### src/rtl/apu_wave_osc.sv
// apu_wave_osc: sine/square/saw/triangle oscillator with volume scaling, sample bus and PWM output.
// Define APU_OSC_NOISE_EN to add a 15-bit LFSR noise source on wave_sel=4.
module apu_wave_osc #(
  parameter int SAMPLE_W = 8,
  parameter int DIV_W = 12
) (
  input  logic                clk,
  input  logic                rst_n,
  input  logic                enable,
  input  logic                phase_reset,
  input  logic [DIV_W-1:0]    divider,
  input  logic [2:0]          wave_sel,
  input  logic [3:0]          volume,
  output logic [SAMPLE_W-1:0] sample,
  output logic                sample_valid,
  output logic                period_start,
  output logic                pwm
);
  localparam int PW = SAMPLE_W + 6;
  localparam logic [SAMPLE_W-1:0] MID = {1'b1, {(SAMPLE_W-1){1'b0}}};
  localparam logic [6:0] SINE_ROM [64] = '{
    7'd1,   7'd4,   7'd7,   7'd10,  7'd13,  7'd16,  7'd19,  7'd23,
    7'd26,  7'd29,  7'd32,  7'd35,  7'd38,  7'd41,  7'd44,  7'd47,
    7'd49,  7'd52,  7'd55,  7'd58,  7'd61,  7'd63,  7'd66,  7'd69,
    7'd71,  7'd74,  7'd77,  7'd79,  7'd81,  7'd84,  7'd86,  7'd88,
    7'd91,  7'd93,  7'd95,  7'd97,  7'd99,  7'd101, 7'd103, 7'd105,
    7'd106, 7'd108, 7'd110, 7'd111, 7'd113, 7'd114, 7'd115, 7'd117,
    7'd118, 7'd119, 7'd120, 7'd121, 7'd122, 7'd123, 7'd124, 7'd124,
    7'd125, 7'd125, 7'd126, 7'd126, 7'd127, 7'd127, 7'd127, 7'd127
  };
  logic [DIV_W-1:0]    count;
  logic [7:0]          phase;
  logic                step, stepd, wrapd;
  logic [SAMPLE_W-1:0] pwm_cnt;
  logic [6:0]          sine_m;
  logic [7:0]          sine8, tri8, noise8, r8;
  logic                noise_hit;
  logic [SAMPLE_W-1:0] raw, out_s;
  logic [4:0]          vol1;
  logic signed [SAMPLE_W:0] s;
  logic signed [PW-1:0] prod;
  assign step = enable & (count >= divider);
`ifdef APU_OSC_NOISE_EN
  logic [14:0] lfsr;
  always_ff @(posedge clk)
    if (!rst_n) lfsr <= 15'h0001;
    else if (step) lfsr <= {lfsr[13:0], lfsr[14] ^ lfsr[13]};
  assign noise_hit = wave_sel == 3'd4;
  assign noise8 = {8{lfsr[0]}};
`else
  assign noise_hit = 1'b0;
  assign noise8 = 8'h00;
`endif
  // Quarter-wave ROM mirrored on phase[6], sign-folded on phase[7].
  assign sine_m = SINE_ROM[phase[6] ? ~phase[5:0] : phase[5:0]];
  assign sine8 = phase[7] ? {1'b0, ~sine_m} : {1'b1, sine_m};
  assign tri8 = phase[7] ? ~{phase[6:0], 1'b0} : {phase[6:0], 1'b0};
  assign r8 = wave_sel == 3'd0 ? sine8 :
              wave_sel == 3'd1 ? {8{~phase[7]}} :
              wave_sel == 3'd2 ? phase :
              wave_sel == 3'd3 ? tri8 : noise8;
  assign raw = (wave_sel > 3'd3 && !noise_hit) ? MID :
               (wave_sel == 3'd1 && !phase[7]) ? '1 :
               SAMPLE_W'(r8) << (SAMPLE_W - 8);
  assign vol1 = {1'b0, volume} + 5'd1;
  assign s = $signed({1'b0, raw}) - $signed({1'b0, MID});
  assign prod = PW'(s) * PW'($signed({1'b0, vol1}));
  assign out_s = SAMPLE_W'(prod >>> 4) + MID;
  always_ff @(posedge clk)
    if (!rst_n) begin
      count <= '0;
      phase <= '0;
      stepd <= 1'b0;
      wrapd <= 1'b0;
      sample <= MID;
      sample_valid <= 1'b0;
      period_start <= 1'b0;
      pwm_cnt <= '0;
      pwm <= 1'b0;
    end else begin
      count <= (phase_reset || step) ? '0 : enable ? count + DIV_W'(1) : count;
      phase <= phase_reset ? '0 : step ? phase + 8'd1 : phase;
      stepd <= step & ~phase_reset;
      wrapd <= step & ~phase_reset & (phase == 8'hff);
      sample <= enable ? out_s : MID;
      sample_valid <= stepd & enable;
      period_start <= wrapd & enable;
      pwm_cnt <= pwm_cnt + SAMPLE_W'(1);
      pwm <= pwm_cnt < sample;
    end
endmodule

### config.mk
export PLATFORM = sky130hd
export DESIGN_NAME = apu_wave_osc
export DESIGN_NICKNAME = d
export VERILOG_FILES = /design/src/rtl/apu_wave_osc.sv
export SDC_FILE = /design/constraint.sdc
export NUM_CORES = 1
export LEC_CHECK = 0
export BUFFER_PORTS_ARGS = -buffer_cell sky130_fd_sc_hd__buf_2
export CORE_ASPECT_RATIO = 1.75
export CORE_MARGIN = 4
export CORE_UTILIZATION = 54
export DETAILED_ROUTE_END_ITERATION = 12
export GPL_TIMING_DRIVEN = 0
export PLACE_DENSITY_LB_ADDON = 0.1
export SETUP_SLACK_MARGIN = 0.15
export SLEW_MARGIN = 20
export SYNTH_ARGS = -nofsm -noshare
export SYNTH_HDL_FRONTEND = slang
export SYNTH_SLANG_ARGS = --single-unit
### constraint.sdc
create_clock -name clk -period 13.9 [get_ports clk]
set_clock_uncertainty 0.2 [all_clocks]
set_input_delay 2.78 -clock clk [delete_from_list [all_inputs] [get_ports clk]]
set_output_delay 2.78 -clock clk [all_outputs]
set_load 0.1 [all_outputs]
Yosys cells after proc, flatten, opt, wreduce, memory -nomap -nowiden
Memory sizes are Yosys's and may differ from the RTL's.
Index checks and enable logic that the tools add are counted.
{"block": "totals", "elab_cells": 55, "mem_bits_rw": 0, "regBits": 41, "n_memories": 1, "in_bits": 23, "latchBits": 0, "romBits": 448}
{"name": "(name not given)", "depth": 64, "word_bits": 7, "read_ports": 1, "rd_clocked_by_memory_dff": 0, "write_ports": 0, "line_no": "55", "rtl": "assign sine_m = SINE_ROM[phase[6] ? ~phase[5:0] : phase[5:0]];"}
{"block": "classes", "n_div": 0, "n_reduce_logical": 7, "n_shift": 0, "n_lt_le_gt_ge": 4, "multipliers": 1, "addsub": 6, "bitwise_logic": 12, "muxes": 11, "n_eq_ne": 4}
{"cell": "two-way mux 8 bit", "n": 8}
{"cell": "adder 8 x 1 -> 8 bit, second input constant", "n": 2}
{"cell": "two-way mux 7 bit", "n": 2}
{"cell": "adder 12 x 1 -> 12 bit, second input constant", "n": 1}
{"cell": "greater-or-equal comparator 12 bit", "n": 1}
{"cell": "multiplier 9 x 6 -> 12 bit", "n": 1}
{"cell": "subtractor 8 x 8 -> 9 bit, second input constant", "n": 1}
{"cell": "adder 8 bit, second input constant", "n": 1}
{"cell": "equality test 8 bit, second input constant", "n": 1}
{"cell": "< comparator 8 bit", "n": 1}
{"cell": "NOT 8 bit", "n": 1}
{"cell": "greater-or-equal comparator 7 bit, second input constant", "n": 1}
{"cell": "NOT 6 -> 7 bit", "n": 1}
{"cell": "NOT 7 bit", "n": 1}
{"cell": "equality test 3 x 2 -> 1 bit, second input constant", "n": 2}
{"cell": "two-way mux 6 bit", "n": 1}
{"cell": "NOT 6 bit", "n": 1}
{"cell": "adder 4 x 1 -> 5 bit, second input constant", "n": 1}
{"cell": "AND 1 bit", "n": 5}
{"cell": "OR reduction 2 bit", "n": 2}
{"cell": "equality test 3 x 1 -> 1 bit, second input constant", "n": 1}
{"cell": "greater-than comparator 3 x 2 -> 1 bit, second input constant", "n": 1}
{"cell": "logical NOT 3 bit", "n": 1}
{"cell": "NOT 1 bit", "n": 3}
{"cell": "other kinds (4)", "n": 4}

Logic depth before layout (Yosys ltp)
Gate-level depths: netlist (run 1).
{"block": "depth", "ltp_word": 14, "mapped_depth": 32, "ltp_nobuf": 29}

Least setup slack after synthesis (run 1)
Ideal clock, no wire load.
{"block": "synth_timing", "kind": "input-to-reg", "from": "input wave_sel[0]", "to": "register sample[7]", "setup_time_ns": 0.139, "setup_slack_ns": 6.499, "arrival_time_ns": 7.062, "cell_stages": 23, "cell_sequence": "clkbuf_1 -> clkbuf_1 -> a31oi_1 -> o21ai_0 -> a221o_1 -> o21ai_0 -> nand2_1 -> nor2_1 -> fa_1 -> inv_1 -> fa_1 -> fa_1 -> inv_1 -> ha_1 -> nor2b_1 -> o21ai_0 -> nand2b_1 -> a21o_1 -> a21o_1 -> a21o_1 -> a21oi_1 -> xnor2_1 -> nand3_1"}
{"block": "synth_between", "elab_chain_cells": 10}
{"item": "start, declared", "line_no": "12", "rtl": "input logic [2:0] wave_sel,"}
{"item": "equality test 3 x 2 -> 1 bit", "line_no": "61", "rtl": "wave_sel == 3'd3 ? tri8 : noise8;"}
{"item": "two-way mux 8 bit", "line_no": "61"}
{"item": "two-way mux 8 bit", "line_no": "60", "rtl": "wave_sel == 3'd2 ? phase :"}
{"item": "two-way mux 8 bit", "line_no": "59", "rtl": "wave_sel == 3'd1 ? {8{~phase[7]}} :"}
{"item": "two-way mux 8 bit", "line_no": "58", "rtl": "assign r8 = wave_sel == 3'd0 ? sine8 :"}
{"item": "two-way mux 8 bit", "line_no": "63", "rtl": "(wave_sel == 3'd1 && !phase[7]) ? '1 :"}
{"item": "two-way mux 8 bit (*)", "line_no": "62", "rtl": "assign raw = (wave_sel > 3'd3 && !noise_hit) ? MID :"}
{"item": "subtractor 8 x 8 -> 9 bit (*)", "line_no": "66", "rtl": "assign s = $signed({1'b0, raw}) - $signed({1'b0, MID});"}
{"item": "multiplier 9 x 6 -> 12 bit (*)", "line_no": "67", "rtl": "assign prod = PW'(s) * PW'($signed({1'b0, vol1}));"}
{"item": "adder 8 bit (*)", "line_no": "68", "rtl": "assign out_s = SAMPLE_W'(prod >>> 4) + MID;"}
{"item": "end signal, assigned", "line_no": "85", "rtl": "sample <= enable ? out_s : MID;"}
{"item": "end, declared", "line_no": "14", "rtl": "output logic [SAMPLE_W-1:0] sample,"}
Mark *: on every way between the ends. The rest lies on a longest branch, timed or not.
A chain may end at the register's enable or synchronous reset.

Worst setup path in the final report (run 1)
{"block": "layout_timing", "from": "input wave_sel[1]", "to": "register sample[6]"}
Same word-level chain as after synthesis.

==> results.txt, run 1 <==
Dividing the synthesized area by the synthesized cell count gives 8.01 um2. After synthesis the cells add up to 4780 um2. The total core area came out at 8670 um2. The actual transition at the worst max-transition pin is ~0.9 ns. The slack of the worst reg-to-reg path is 6.73 ns.

The first detailed-routing pass took 4 iterations. The number of global-route vias before repair came out at 4337. The wire-length estimate of the detail-placed layout is slightly above 10 mm. STA classifies the critical path endpoint as a flip-flop.

The fraction of registers with async set/reset is 0. The post-cts sizing count is 0. Walking the worst path, the cells encountered are buf_2 -> clkbuf_1 -> inv_1 -> nor2_1 -> a22oi_1 -> o22a_1 -> or2_2 -> fa_1 -> fa_1 -> fa_1 -> inv_1 -> ha_1 -> a2111oi_0 -> nor3b_1 -> a211oi_2 -> mux2i_1. The number of DRC violations after detailed-routing iteration 0 came out at 195.

Among cell families on the critical path, the largest total delay comes from adder cells. The wire length of the first global-routing pass is 20.1 mm. The peak per-stage delay on the critical path came out at roughly 0.72 ns. The static leakage came out at 0.00234 uW. The total number of vias is 4442.

After the last flow step, the layout net total stands at 730. The DRC violation count after routing came out at 0. For this design the ratio of total power to cell area is 61.6 nW/um2. Summed over all failing endpoints, the final setup total negative slack is 0 ns.

The number of buffers inserted by post-CTS setup repair is 0. Summed over all layers, the global routing overflow is 0. The run finished with clean final reports. The maximum vdd ir drop came out at 0.0555 mV. The type of the setup path with the least slack is input pin to flip-flop.

Entering global routing, the biggest net connects 15 pins. Among all stages on the critical path, the largest delay is contributed by a2111oi_0. The die extent in x is roughly 80 um.

Data on the critical path is required at its endpoint by 13.86 ns. The count of maximum capacitance violations is 0. The post-layout total power is 322 uW. In the synthesized netlist the dominant register cell turns out to be dfxtp_1. The clock sink count came out at 41.

Buffers placed on the I/O ports in this run total 31. CTS built an H-tree with a depth of 2. The global placer's final weighted congestion is 1.01. The post-route core utilization is 0.603. The die area came out at approximately 10000 um2.

Counting the buffers created by CTS gives 5. The final antenna-violating net count is 0. In this run the tightest slew margin relative to its limit is 0.398. Of the cells placed in the final design, the portion with a size suffix greater than 1 is 0.110. The data arrival time of the critical path is 7.79 ns. The root buffer cell chosen for the clock tree is clkbuf_16.

The antenna cell count came out at 0. The initial antenna violation count is 0. The number of distinct library cells after synthesis came out at 79. The fmax is 0.128 GHz. Prior to clock tree synthesis, the placed netlist has a worst setup slack of 5.81 ns. The detailed-route vias per instance is 5.90. The area growth from synthesis to layout is 9.37%.

Once layout is done, the placed cells without fillers occupy 5230 um2. The highest fanout seen on the critical path came out at 10. In this run, synthesis produced a sequential element count of 41. The final cycle utilization of the critical path came out at 0.563. The number of ports placed on the die boundary came out at 34. The path type of the worst min-delay path is flip-flop to flip-flop.

The number of setup violations in the final report is 0. The synthesized net count is 692. The deepest clock path buffer count came out at 2. The floorplan has 45 rows. The number of hold violations in the final report came out at 0.

During synthesis, Yosys emitted a total of 0 warnings. The time the worst path needs with I/O delays and setup came out at 7.83 ns. After technology mapping, the gate count stands at 597. The global routing usage summed across all routing layers is 0.237. At the later pin of the worst-skew pair, clock insertion delay measures 0.29 ns. Setup repair after global routing left no endpoint under its margin.

After detailed routing, the total wire length is 12.2 mm. By instance count, the cell type seen most on the critical path is fa_1. The setup slack after layout is about 6.1 ns. Measured along the y axis, the die boundary spans 132 um. The sequential area share after synthesis is 0.172. The post-placement cell area came out at approximately 5000 um2. The number of hold buffers added after CTS was 0. In the final routed layout, each cell accounts on average for between 15 and 20 um.

The post-CTS clock slew at the launch and capture registers of the worst setup and hold paths is about 0.060 ns. For this configuration, the core starts out at a cell density of 0.552. The number of pins with negative max-slew slack in the final report came out at 0. The number of buffers and inverters on the critical path is 4.

The count of flip-flops with a built-in enable after synthesis is 0. TritonCTS built the clock tree. The critical path startpoint category is an input pin.
==> power breakdown <==
| part | total, uW | leakage [uW] | switching [uW] | internal, uW |
|---|---|---|---|---|
| Clock | 113 | 0.0000702 | 46.6 | 66.7 |
| Combinational | 86.4 | 0.00194 | 56.5 | 29.9 |
| Sequential | 123 | 0.000332 | 1.92 | 121 |
| Total | 322 | 0.00234 | 105 | 217 |
==> final cells by class <==
cell class | instances | area [um2]
Clock inverter | 3 | 21.3
Inverter | 66 | 248
Timing Repair Buffer | 31 | 155
Buffer | 32 | 154
Clock buffer | 5 | 125
Multi-Input combinational cell | 458 | 3560
Fill cell | 864 | 3440
Sequential cell | 41 | 821
Tap cell | 117 | 146
==> cell families (layout without fill, tap and decap cells) <==
family	after synthesis	in the layout	share of synthesized area
AO/OA/AOI/OAI	119	119	0.180
XOR/XNOR	47	47	0.0931
adder cells (fa/ha/maj)	72	72	0.223
buffers and inverters	98	137	0.0840
flip-flops	41	41	0.172
multiplexers	8	8	0.0194
AND/OR/NAND/NOR	212	212	0.229
==> metrics by stage <==
step | hold slack [ns] | cells
after floorplan | 0.226 | 597
final | 0.259 | 753
after global routing | 0.286 | 753
after CTS | 0.265 | 753
after detailed placement | 0.248 | 745
after global placement | 0.240 | 745
==> path summary, 6_finish.rpt <==
kind                                       startpoint  cells after the start                    end
worst max register to register  phase[1]$_SDFFE_PP0P_                     27   sample[7]$_SDFF_PN1_
worst min-delay path            pwm_cnt[0]$_SDFF_PN0_                      1  pwm_cnt[0]$_SDFF_PN0_
worst min register to register  pwm_cnt[0]$_SDFF_PN0_                      1  pwm_cnt[0]$_SDFF_PN0_
worst max-delay path                      wave_sel[1]                     16   sample[6]$_SDFF_PN0_
==> sequential cells by signal, indices dropped and copies added, names as in the netlist <==
signal        count
period_start      1
stepd             1
phase             8
pwm_cnt           8
wrapd             1
pwm               1
sample            8
sample_valid      1
count            12
==> cell usage after synthesis (all sizes together) (3+ instances only) <==
cell	instances	area, um2
a211oi	3	27.5
a21o	8	60.1
a21oi	22	110
a22oi	6	45.0
a311oi	5	43.8
a31oi	6	37.5
and2	8	50.1
and3	8	50.1
buf	15	90.1
clkbuf	17	63.8
dfxtp	41	821
fa	22	440
ha	50	626
inv	66	248
mux2i	7	70.1
nand2	40	153
nand2b	13	81.3
nand3	19	95.1
nand4	9	56.3
nor2	65	244
nor2b	9	56.3
nor3	9	56.3
nor4	3	25.0
nor4b	3	26.3
o211ai	7	57.6
o21ai	22	110
o221ai	7	61.3
o22a	4	35.0
o22ai	3	25.0
or2	6	37.5
or4	5	37.5
xnor2	25	226
xor2	22	219
==> layout by cell type, fill, tap and decap left out, drive strengths merged, types with 3 or more instances in the layout <==
cell,netlist,final
a211oi,3,3
a21o,8,8
a21oi,22,22
a22oi,6,6
a311oi,5,5
a31oi,6,6
and2,8,8
and3,8,8
buf,15,46
clkbuf,17,22
dfxtp,41,41
fa,22,22
ha,50,50
inv,66,67
mux2i,7,7
nand2,40,40
nand2b,13,13
nand3,19,19
nand4,9,9
nor2,65,65
nor2b,9,9
nor3,9,9
nor4,3,3
nor4b,3,3
o211ai,7,7
o21ai,22,22
o221ai,7,7
o22a,4,4
o22ai,3,3
or2,6,6
or4,5,5
xnor2,25,25
xor2,22,22
==> layer usage <==
metal	up-vias	wire length, um	global-route usage
met2	150	7180	0.472
met5	-	0	0
met3	38	471	0.0238
li1	2146	-	-
met4	0	494	0.123
met1	2108	4070	0.228
(Power assumes the default switching activity.)
==> inputs of run 2 (changes only) <==
==> constraint.sdc (replaced) <==
create_clock -name clk -period 7.9 [get_ports clk]
set_clock_uncertainty 0.2 [all_clocks]
set_input_delay 1.58 -clock clk [delete_from_list [all_inputs] [get_ports clk]]
set_output_delay 1.58 -clock clk [all_outputs]
set_load 0.1 [all_outputs]
==> run 2 against run 1 <==
  * Cell count stayed put
  * First-iteration DRC count is 6.7% lower
  * Non-clock buffer count did not move
  * Largest cell class unchanged
  * Sequential share of layout area is the same
==> results.txt, run 2 (synthesis results as in run 1) <==
The flow ran to the end, and the final reports show no timing, DRC or antenna violations. The routed length on met2 is 7.13 mm. The DRC violation count after routing is 0. STA classifies the critical path endpoint as a flip-flop.

The largest net degree at the start of global routing came out at 15. Setup repair after global routing left no endpoint under its margin. The tree built by TritonCTS fans out to 41 sinks. For the worst setup path, the data required time is 7.84 ns. The number of rows created at floorplan came out at 45.

The highest fanout seen on the critical path came out at 10. The relative slew slack is 0.398. The highest metal layer with signal wires is met4. The initial antenna violation count is 0.

The clock root buffer master is clkbuf_16. The number of placed instances, taps included, is 745. The sum of routed wire segments on met1 is 4.11 mm. Of the available clock period, the critical path in the final layout requires 0.903. The count of maximum capacitance violations is 0. The critical path is of the flip-flop to flip-flop type. At the pin with the least slew margin, the transition time is 0.880 ns.

The placement-stage worst setup slack came out at roughly 0.8 ns. The maximum vdd ir drop came out at ~0.098 mV. The library cell used most frequently in the layout, excluding fill and tap cells, is inv_1. The CTS buffer count is 5.

The detail route stage leaves a number of antenna-violating nets equal to 0. The critical path startpoint category is a flip-flop. The detailed router placed 4418 vias in this run.

The filler cells instantiated in the layout total 864. The post-route core utilization is 0.603. After layout, the worst setup slack is around 0.77 ns.

Buffers added to address setup during post-CTS repair amount to 0. The hold path depth is 1. In the final design database the tool counted 730 nets. Pin placement for this block handled 34 I/O pins. The final non-filler cell total is between 700 and 800. The detailed-router iteration count before antenna repair came out at 4.

The path type of the worst min-delay path is flip-flop to flip-flop. The flip-flop count of the largest register, all copies and words added is 12. For this configuration, the core starts out at a cell density of 0.552.

The areal power density over the cells came out at 109 nW/um2. The global placer's final weighted congestion came out at 1.01. In the layout the commonest cells are inv_1, nor2_1, ha_1. The worst-case reg-to-reg path depth came out at 27. The floorplan step set the die width to 79.1 um. The static leakage is ~0.0023 uW.

The antenna cell count is 0. Dividing the detail-routed wire length by the instance count gives approximately 16 um. The post-cts sizing count is 0.

The number of pins with negative max-slew slack in the final report came out at 0. The number of global-route vias before repair came out at 4345. The first global-routing pass estimated 20.1 mm of wire.

The HPWL after detailed placement came out at 10.1 mm. The register containing the most flip-flops in the final layout is count. The die area came out at 10500 um2. The fraction of layout cells with a size suffix above 1 came out at 0.110.

The total core area came out at 8670 um2. The detailed router finished its first iteration with 182 violations. The deepest clock path buffer count is 2. The number of setup violations in the final report came out at 0. Clock latency on the worst-skew pair, taken at its later pin, is slightly below 0.3 ns. After detailed routing, the total wire length is 12.2 mm. The count of input and output buffers came out at 31. For this run, the total global-route usage over all layers was measured as 0.237.

The area growth from synthesis to layout came out at 9.37%. The total congestion overflow is 0. The number of hold violations in the final report was 0.

TritonCTS built the clock tree. The routed design uses 376 um of met3 wire. Based on the critical path, the design can be clocked at up to ~0.14 GHz. After clock tree synthesis, the clock-pin slew on the worst setup and hold paths is approximately 0.060 ns. The time the worst path needs with I/O delays and setup is slightly above 7 ns. The die boundary height came out at 132 um. The H-tree was split into 2 levels.

The design draws 568 uW. The detailed-route vias per instance is around 6. At the worst endpoint, the arrival time is 7.07 ns.

The cts-stage hold buffer count came out at 0. The aggregate negative setup slack came out at 0 ns.
==> run 2: cell counts in the layout (fill, tap and decap cells not counted) <==
No cell type changed its count.
==> run 2: layer usage <==
metal	GRT usage	vias to the layer above
met3	0.0245	49
met2	0.470	126
met5	0	-
met1	0.227	2094
met4	0.127	0
li1	-	2149
==> run 2: final timing paths <==
| check | from | end | slack [ns] |
|---|---|---|---|
| max | phase[1]$_SDFFE_PP0P_ | sample[7]$_SDFF_PN1_ | 0.77 |
| min | pwm_cnt[0]$_SDFF_PN0_ | pwm_cnt[0]$_SDFF_PN0_ | 0.26 |
| max reg2reg | phase[1]$_SDFFE_PP0P_ | sample[7]$_SDFF_PN1_ | 0.77 |
| min reg2reg | pwm_cnt[0]$_SDFF_PN0_ | pwm_cnt[0]$_SDFF_PN0_ | 0.26 |
==> run 2: where the power goes <==
| part | switching (uW) | internal (uW) |
|---|---|---|
| combinational | 99.4 | 52.6 |
| clock | 82.5 | 117 |
| sequential | 3.37 | 213 |
| total | 185 | 383 |
==> run 2: area by class of cell <==
type | count | area (um2) | share of cell area
multi-input combinational | 458 | 3560 | 0.681
sequential | 41 | 821 | 0.157
inverter | 66 | 248 | 0.0474
timing repair buffer | 31 | 155 | 0.0297
buffer | 32 | 154 | 0.0294
tap | 117 | 146 | 0.0280
clock buffer | 5 | 125 | 0.0239
clock inverter | 3 | 21.3 | 0.00407
==> run 2: worst max-delay path, cell delays in order (launching register included) <==
cell      delay (ns)
dfxtp_1         0.42
clkbuf_1        0.44
clkbuf_1        0.53
xor2_1          0.19
ha_1            0.49
mux4_2          0.29
nor2_1          0.04
a311oi_1        0.26
a21oi_1         0.07
or2_1           0.25
a22o_1          0.19
nand2_1         0.08
o211ai_2        0.16
or2_1           0.28
fa_1            0.53
inv_1           0.04
ha_1            0.32
fa_1            0.45
ha_1            0.34
nor2b_1         0.16
o21ai_0         0.16
nand2b_1        0.11
a21o_1          0.20
a21o_1          0.20
a21o_1          0.18
a21oi_1         0.16
xnor2_1         0.14
nand3_1         0.09
==> run 2: metrics by stage <==
stage	cell area, um2	hold slack (ns)
after floorplan	4780	0.226
after global placement	5080	0.240
after detailed placement	5080	0.248
after CTS	5230	0.265
after global routing	5230	0.286
final	5230	0.259
==> inputs of run 3 (changes only) <==
--- a/config.mk
+++ b/config.mk
@@ -6,13 +6,16 @@
 export NUM_CORES = 1
 export LEC_CHECK = 0
 export BUFFER_PORTS_ARGS = -buffer_cell sky130_fd_sc_hd__buf_2
+export CELL_PAD_IN_SITES_DETAIL_PLACEMENT = 1
+export CELL_PAD_IN_SITES_GLOBAL_PLACEMENT = 1
 export CORE_ASPECT_RATIO = 1.75
 export CORE_MARGIN = 4
-export CORE_UTILIZATION = 54
+export CORE_UTILIZATION = 40
 export DETAILED_ROUTE_END_ITERATION = 12
 export GPL_TIMING_DRIVEN = 0
 export PLACE_DENSITY_LB_ADDON = 0.1
 export SETUP_SLACK_MARGIN = 0.15
+export SKIP_LAST_GASP = 1
 export SLEW_MARGIN = 20
 export SYNTH_ARGS = -nofsm -noshare
 export SYNTH_HDL_FRONTEND = slang
==> run 3 against run 2 <==
  * Combinational power is essentially flat
  * Sequential power is essentially flat
  * Sequential share of layout area shrank 0.090 points
  * Setup slack lost 0.11 ns
  * Clock power grew 2%
  * Worst hold slack gained 0.011 ns
  * Clock-buffer cell count is the same
  * Core utilization shrank 15 points
  * Non-clock buffer count is the same
  * Register-to-register slack lost 0.11 ns
==> results.txt, run 3 (synthesis results as in run 1) <==
The run finished with clean final reports. Of the cells placed in the final design, the portion with a size suffix greater than 1 is 0.112. Internal power comes to approximately 380 uW. Entering global routing, the biggest net connects 15 pins. In the finished design, the share of the clock period the worst path needs comes to 0.917. The number of global-route vias before repair came out at 4975. The number of nets in the finished design came out at 730. The number of pins with negative max-slew slack in the final report came out at 0. Of the total power, the share spent switching nets is 0.334. The number of hold violations in the final report was 0. The worst hold path begins at pwm_cnt[0]$_SDFF_PN0_. The static leakage came out at between 0.002 and 0.0025 uW. The highest fanout seen on the critical path is 10. The wire length of the first global-routing pass is 23.2 mm.

The path type of the worst min-delay path is flip-flop to flip-flop. The total congestion overflow is 0. The final antenna-violating net count came out at 0.

The detailed-route vias per instance came out at around 5.8. The fmax is between 0.1 and 0.15 GHz. For this block, the initial DRC count from the detailed router was 106.

The number of ports placed on the die boundary came out at 34. The detailed-router iteration count before antenna repair is 4. STA classifies the critical path endpoint as a flip-flop. The clock latency on the worst-skew pair came out at 0.29 ns. STA puts the critical path data required time at 7.84 ns. The count of maximum capacitance violations is 0.

The area growth from synthesis to layout came out at 9.99%. Once detailed placement completed, the half-perimeter wirelength came to about 12 mm. Leaving out fill and tap cells, the most frequent cells in the layout are inv_1, nor2_1, ha_1. The worst-case reg-to-reg path depth came out at 28. Setup slack on the worst reg-to-reg path comes out at 0.66 ns. The global placer's final weighted congestion came out at 0.869. In this run the vertical extent of the chip is approximately 150 um. The antenna cell count is 0. The most critical setup path has its startpoint at phase[6]$_SDFFE_PP0P_.

The initial antenna violation count came out at 1. For the worst setup path, the data arrival time is 7.18 ns. The number of rows created at floorplan came out at 52. Across the VDD grid, the largest voltage drop is about 0.066 mV. The H-tree depth is 2. The die area came out at around 14000 um2. The worst pin sits at a relative slew slack of 0.430. The source of the worst register-to-register timing path is phase[6]$_SDFFE_PP0P_. The net switching power is approximately 190 uW. The combinational share of power came out at 0.270. The total core area is 11600 um2.

The global routing usage summed across all routing layers is 0.203. The register share of total power is 0.376. The deepest clock path buffer count came out at 2. The reg-to-reg endpoint is sample[7]$_SDFF_PN1_.

The die extent in x came out at 90.7 um. The aggregate negative setup slack is 0 ns. The worst setup path is of the flip-flop to flip-flop kind.

Setup repair after global routing left no endpoint under its margin. The post-CTS clock slew at the launch and capture registers of the worst setup and hold paths came out at 0.07 ns. The largest individual stage delay along the critical path comes from the cell fa_1. The total number of vias is between 4000 and 5000.

The clock period could shrink to 7.24 ns. For the pin with the worst max-slew slack, the measured transition is 0.833 ns. The end point of the critical path is sample[7]$_SDFF_PN1_.

The number of setup violations in the final report came out at 0. The final wirelength is 13.9 mm. The flip-flop count of the largest register, all copies and words added is 12.

The register containing the most flip-flops in the final layout is count. The detail-routed net length per standard cell is approximately 18 um. The count of input and output buffers is 31.

The CTS buffer count came out at 5. The post-route worst hold slack came out at 0.270 ns. The post-layout total power is roughly 580 uW. Clock tree synthesis found a total of 41 sinks.

After detailed routing, the number of remaining DRC violations is 0. The clock root buffer master is clkbuf_16. Leaving out fill and tap cells, the most frequent cell in the layout is inv_1. TritonCTS built the clock tree. STA classifies the critical path startpoint as a flip-flop. The clock share of power came out at 0.354. For this configuration, the core starts out at a cell density of 0.411. The peak per-stage delay on the critical path came out at about 0.54 ns. The areal power density over the cells came out at 109 nW/um2.
-- run 3: cell count changes in the layout (fill, tap and decap cells not counted) --
cell	previous run	this run
xor2_1	20	19
xor2_2	1	2
-- run 3: worst max-delay path, delay by kind of cell, from the launching register on --
kind,cells,cell delay (ns)
mux,1,0.32
fa+ha+maj,5,1.87
xor+xnor,2,0.42
simple gates,6,0.87
buf+inv,6,1.05
compound gates,8,1.83
flops,1,0.51
-- run 3: power by group through the flow --
| stage | Combinational (uW) | Sequential, uW | Clock (uW) |
|---|---|---|---|
| after global placement | 152 | 221 | 0 |
| final | 155 | 216 | 204 |
| after global routing | 174 | 217 | 216 |
| after CTS | 159 | 216 | 208 |
| after floorplan | 90.9 | 249 | 0 |
| after detailed placement | 158 | 221 | 0 |
-- run 3: what timing repair did --
item,4_1_cts,5_1_grt
hold buffers,0,0
setup endpoints to repair,0,1
buffers inserted,0,0
resized for setup,0,1
-- run 3: per-stage QoR --
stage / utilization / instances / cell area [um2] / worst slack, ns
after floorplan: - / 597 / 4780 / 1.70
after global placement: 0.438 / 763 / 5110 / 0.751
final: 0.452 / 771 / 5260 / 0.655
after detailed placement: 0.438 / 763 / 5110 / 0.616
after CTS: 0.451 / 771 / 5250 / 0.582
after global routing: 0.452 / 771 / 5260 / 0.260
-- run 3: worst min-delay path by stage --
stage                                    to  slack (ns)  depth (start not counted)
finish                pwm_cnt[0]$_SDFF_PN0_        0.27                          1
global placement    sample_valid$_SDFF_PN0_        0.24                          1
global route        sample_valid$_SDFF_PN0_        0.31                          1
floorplan             pwm_cnt[0]$_SDFF_PN0_        0.23                          1
CTS                   pwm_cnt[0]$_SDFF_PN0_        0.27                          1
detailed placement    pwm_cnt[0]$_SDFF_PN0_        0.26                          1
-- run 3: routing by layer --
metal / GRT usage / vias to the layer above / share of wire
met5: 0 / - / 0.0010
met4: 0.0993 / 2 / 0.038
met3: 0.0222 / 34 / 0.019
met2: 0.436 / 64 / 0.60
met1: 0.175 / 2199 / 0.35
li1: - / 2142 / -
-- run 3: layout make-up --
| cell class | count | area (um2) |
|---|---|---|
| Buffer | 32 | 154 |
| Clock buffer | 5 | 125 |
| Clock inverter | 3 | 21.3 |
| Fill cell | 1458 | 6390 |
| Inverter | 66 | 248 |
| Multi-Input combinational cell | 458 | 3570 |
| Sequential cell | 41 | 821 |
| Tap cell | 135 | 169 |
| Timing Repair Buffer | 31 | 155 |
